[src/rtl/rand_num_gen.sv]
// rtl/rand_num_gen.sv - Galois LFSR drawing four 4-bit random numbers per batch
module rand_num_gen #(
  parameter int unsigned       LFSR_W       = 16,
  parameter logic [LFSR_W-1:0] TAPS         = 16'hB400,
  parameter logic [LFSR_W-1:0] DEFAULT_SEED = 16'hACE1
) (
  input  logic              clk,
  input  logic              rst_n,
  input  logic              seed_valid,
  input  logic [LFSR_W-1:0] seed,
  input  logic              start,
  output logic              busy,
  output logic              out_valid,
  input  logic              out_ready,
  output logic [3:0]        out_number1,
  output logic [3:0]        out_number2,
  output logic [3:0]        out_number3,
  output logic [3:0]        out_number4
);

  typedef enum logic [1:0] {
    IDLE = 2'd0,
    GEN  = 2'd1,
    HOLD = 2'd2
  } state_e;

  state_e            state_q, state_d;
  logic [LFSR_W-1:0] lfsr_q, lfsr_d;
  logic [1:0]        cnt_q, cnt_d;
  logic [3:0]        num_q [4];
  logic [3:0]        num_d [4];
  logic              busy_q, busy_d;
  logic              valid_q, valid_d;
  logic [LFSR_W-1:0] lfsr_step;

  // One Galois step: shift right, fold the taps in when a 1 falls out.
  always_comb begin
    lfsr_step = (lfsr_q >> 1) ^ (lfsr_q[0] ? TAPS : '0);
  end

  // Next-state, draw and handshake logic; busy/valid are precomputed so the
  // outputs come straight from flops.
  always_comb begin
    state_d = state_q;
    lfsr_d  = lfsr_q;
    cnt_d   = cnt_q;
    num_d   = num_q;
    busy_d  = busy_q;
    valid_d = valid_q;
    unique case (state_q)
      IDLE: begin
        if (seed_valid) begin
          // A zero seed would lock the LFSR at zero forever.
          lfsr_d = (seed == '0) ? DEFAULT_SEED : seed;
        end else if (start) begin
          state_d = GEN;
          cnt_d   = 2'd0;
          busy_d  = 1'b1;
        end
      end
      GEN: begin
        num_d[cnt_q] = lfsr_q[3:0];
        lfsr_d       = lfsr_step;
        cnt_d        = cnt_q + 2'd1;
        if (cnt_q == 2'd3) begin
          state_d = HOLD;
          valid_d = 1'b1;
        end
      end
      HOLD: begin
        if (out_ready) begin
          state_d = IDLE;
          busy_d  = 1'b0;
          valid_d = 1'b0;
        end
      end
      default: begin
        state_d = IDLE;
        busy_d  = 1'b0;
        valid_d = 1'b0;
      end
    endcase
  end

  // State register with synchronous active-low reset; reset aborts any batch.
  always_ff @(posedge clk) begin
    if (!rst_n) begin
      state_q <= IDLE;
      lfsr_q  <= DEFAULT_SEED;
      cnt_q   <= 2'd0;
      busy_q  <= 1'b0;
      valid_q <= 1'b0;
      for (int i = 0; i < 4; i++) begin
        num_q[i] <= 4'd0;
      end
    end else begin
      state_q <= state_d;
      lfsr_q  <= lfsr_d;
      cnt_q   <= cnt_d;
      busy_q  <= busy_d;
      valid_q <= valid_d;
      for (int i = 0; i < 4; i++) begin
        num_q[i] <= num_d[i];
      end
    end
  end

  assign busy        = busy_q;
  assign out_valid   = valid_q;
  assign out_number1 = num_q[0];
  assign out_number2 = num_q[1];
  assign out_number3 = num_q[2];
  assign out_number4 = num_q[3];

endmodule

[config.mk]
export PLATFORM = sky130hd
export DESIGN_NAME = rand_num_gen
export DESIGN_NICKNAME = d
export VERILOG_FILES = /design/src/rtl/rand_num_gen.sv
export SDC_FILE = /design/constraint.sdc
export NUM_CORES = 1
export LEC_CHECK = 0
export ABC_AREA = 1
export BUFFER_PORTS_ARGS = -buffer_cell sky130_fd_sc_hd__buf_4
export CORE_UTILIZATION = 57
export DETAILED_ROUTE_END_ITERATION = 10
export GPL_TIMING_DRIVEN = 0
export MAX_ROUTING_LAYER = met4
export PLACE_DENSITY = 0.83
export SLEW_MARGIN = 20
export SYNTH_ARGS = -nofsm -noshare
export SYNTH_HDL_FRONTEND = slang
export SYNTH_SLANG_ARGS = --single-unit
[constraint.sdc]
create_clock -name clk -period 3.2 [get_ports clk]
set_clock_uncertainty 0.15 [all_clocks]
set_input_delay 0.64 -clock clk [delete_from_list [all_inputs] [get_ports clk]]
set_output_delay 0.64 -clock clk [all_outputs]
set_load 0.005 [all_outputs]
==> flow_metrics.py <==
metrics = {
    "outcome": {
        "run_status": "finished, final reports clean",
    },
    "logic_synthesis": {
        "synth.distinct_cells": 21,
        "syn_area_per_cell_um2": 6.87,
        "syn_nets": 284,
        "netlist_instances": 259,
        "yosysWarnings": 0,
        "ys_seq_elements": 38,
        "syn_area_um2": 1780,
        "yosysSeqAreaShare": 0.428,
    },
    "die": {
        "ioPinCount": 39,
        "die_w_um": 57.9,
        "core-area_um2": 2850,
        "die_y_um": 57.9,
        "start_util": 0.624,
        "num_rows": 19,
        "die-area_um2": 3350,
    },
    "routing": {
        "first_pass_iters": 4,
        "wl_um": 3990,
        "antenna_left": 0,
        "vias": 1729,
        "drtIter0Drc": 140,
        "wl_per_cell_um": 11.9,
        "drc": 0,
        "via_per_inst": 5.18,
    },
    "clock_tree": {
        "postCtsSetupBuffers": 0,
        "cts_resized": 0,
        "cts_tree": "built",
        "cts_inserted_buffers": 5,
        "clock_path_buffers": 2,
        "ctsHoldBuffers": 0,
        "clkLatencyLatePin_ns": 0.34,
        "cts-root-buf": "clkbuf_4",
        "path_clk_slew_ns": 0.11,
        "cts_sinks": 38,
        "h-tree-depth": 2,
    },
    "sta": {
        "rsz0062_at_grt": "no",
        "drv_slew": 0,
        "tns_ns": 0,
        "hold_viol_final": 0,
        "fmax_mhz": 625,
        "maxSlewHeadroom": 0.663,
        "post-route-period-util": 0.500,
        "fin_crit_ns": 1.60,
        "setup_violations": 0,
        "tightest_slew_ns": 0.505,
    },
    "global_route": {
        "track_usage": 0.269,
        "use_met3": 0.0536,
        "use_met1": 0.349,
        "top_usage_layer": "met2",
        "antenna_found_initial": 0,
        "grt_start_max_net_pins": 12,
        "grt_overflow": 0,
        "grt_pass1_vias": 1498,
        "grt_first_pass_wirelength_um": 6710,
        "use_met2": 0.412,
    },
    "critical_path": {
        "crit_path_top_delay_cell": "dfxtp_1",
        "path_buf_inv": 1,
        "reg2reg_depth": 8,
        "critPathMaxFanout": 2,
        "path_cells": "buf_4",
        "worst_path_largest_cell_delay_ns": 0.36,
        "worstSetupPathType": "reg -> out",
        "r2r_setup_slack_ns": 1.77,
        "reg2reg_to": "lfsr_q[9]$_SDFFE_PN0P_",
        "startpoint_type": "register",
        "cp-end-kind": "primary output",
        "reg2reg_from": "state_q[1]$_SDFFE_PN0P_",
        "critPathArrivalTime_ns": 0.81,
        "cp.required_ns": 2.41,
        "cpLargestDelayFamily": "flip-flops",
    },
    "power": {
        "p_leak_nw": 1.01,
        "vdd_drop_max_mv": 0.264,
        "power_density_nw_per_um2": 420,
    },
    "run": {
        "cap_violations": 0,
    },
    "place": {
        "place.gp.congestion": 0.845,
        "port_buffers": 37,
        "dp_cells": 327,
        "place_hpwl_um": 2880,
    },
    "worst_hold_path": {
        "worstHoldStart": "out_number4[3]$_SDFFE_PN0P_",
        "hp-class": "reg -> reg",
        "min_to": "out_number4[3]$_SDFFE_PN0P_",
        "hold_depth": 2,
    },
    "final_layout": {
        "fin_util": 0.751,
        "nNetsFinal": 328,
        "num_antenna_cells": 0,
        "areaGrowthSynthToFinish_pct": 20.5,
        "drive_gt1_frac": 0.191,
        "stdcell_count": 334,
    },
}
[sequential cells by signal (all words and copies together) (netlist names)]
signal and cells:
cnt_q 2, out_number3 4, out_number1 4, busy 1, lfsr_q 16, out_number4 4
state_q 2, out_number2 4, out_valid 1
[synthesized netlist by cell type]
master | count | area (um^2)
dfxtp_1 | 38 | 761
nand2_1 | 81 | 304
xor2_1 | 1 | 8.76
buf_4 | 1 | 7.51
nor2_1 | 34 | 128
o21ai_2 | 1 | 8.76
a21oi_1 | 31 | 155
nand3_1 | 28 | 140
nor2_2 | 1 | 6.26
inv_4 | 1 | 6.26
nor2_4 | 1 | 11.3
buf_6 | 3 | 33.8
xnor2_1 | 2 | 17.5
nand2_4 | 1 | 11.3
inv_2 | 2 | 7.51
inv_1 | 17 | 63.8
nand3b_1 | 1 | 7.51
o21ai_0 | 5 | 25.0
ha_1 | 4 | 50.1
buf_2 | 3 | 15.0
clkbuf_1 | 3 | 11.3
[tightest hold or removal path, cell delays in order (launching register included)]
cell	delay, ns
dfxtp_1	0.32
nand2_1	0.06
a21oi_1	0.05
[routing by layer]
metal,share of wire,up-vias
met5,0,-
met4,0.013,0
met3,0.051,5
met2,0.45,54
met1,0.49,764
li1,-,906
[power by group]
part	leakage (nW)	internal [W]	switching (W)	total (W)
clock network	0.0308	0.0000790	0.000153	0.000232
registers	0.311	0.000496	0.0000169	0.000513
logic	0.672	0.0000665	0.0000886	0.000155
[stage by stage]
step                worst slack [ns]  power (W)  hold WS, ns  cell area, um^2
global placement                1.38   0.000675        0.299             2100
global route                    1.55   0.000948        0.338             2140
floorplan                       1.59   0.000624        0.291             1780
CTS                             1.59   0.000904        0.320             2140
finish                          1.60   0.000900        0.319             2140
detailed placement              1.39   0.000677        0.303             2100
[logic make-up after synthesis]
| kind of cell | count (synthesis) | share of synthesized area |
|---|---|---|
| AOI/OAI and AO/OA | 37 | 0.106 |
| xor gates and xnor gates | 3 | 0.0148 |
| adders and majority gates | 4 | 0.0281 |
| buffers and inverters | 30 | 0.0816 |
| DFF | 38 | 0.428 |
| and+or+nand+nor | 147 | 0.342 |
[layout make-up]
class,count,area [um^2]
plain buffers,10,67.6
clock buffers,5,37.5
clock inverters,2,10.0
fillers,259,709
inverters,20,77.6
multi-input cells,191,873
flip-flops and latches,38,761
well taps,31,38.8
repair buffers,37,278
[worst max-delay path by stage]
stage / from / cells after the start / endpoint / slack [ns]
floorplan: seed_valid / 6 / lfsr_q[6]$_SDFFE_PN1P_ / 1.59
global placement: seed_valid / 6 / lfsr_q[6]$_SDFFE_PN1P_ / 1.38
detailed placement: seed_valid / 6 / lfsr_q[6]$_SDFFE_PN1P_ / 1.39
CTS: out_number1[3]$_SDFFE_PN0P_ / 1 / out_number1[3] / 1.59
global route: out_number1[3]$_SDFFE_PN0P_ / 1 / out_number1[3] / 1.55
finish: out_number2[3]$_SDFFE_PN0P_ / 1 / out_number2[3] / 1.60
[layout by cell type, fill, tap and decap left out, types with 2 or more instances in the layout]
cell type,Yosys,final
nand3_1,28,28
nor2_1,34,34
nand2_1,81,81
buf_6,3,3
clkinv_2,0,2
xnor2_1,2,2
buf_2,3,3
inv_1,17,17
buf_4,1,38
clkbuf_4,0,5
a21oi_1,31,31
o21ai_0,5,5
ha_1,4,4
clkbuf_1,3,3
inv_2,2,2
dfxtp_1,38,38
No activity file was read; power rests on OpenSTA's default activity.
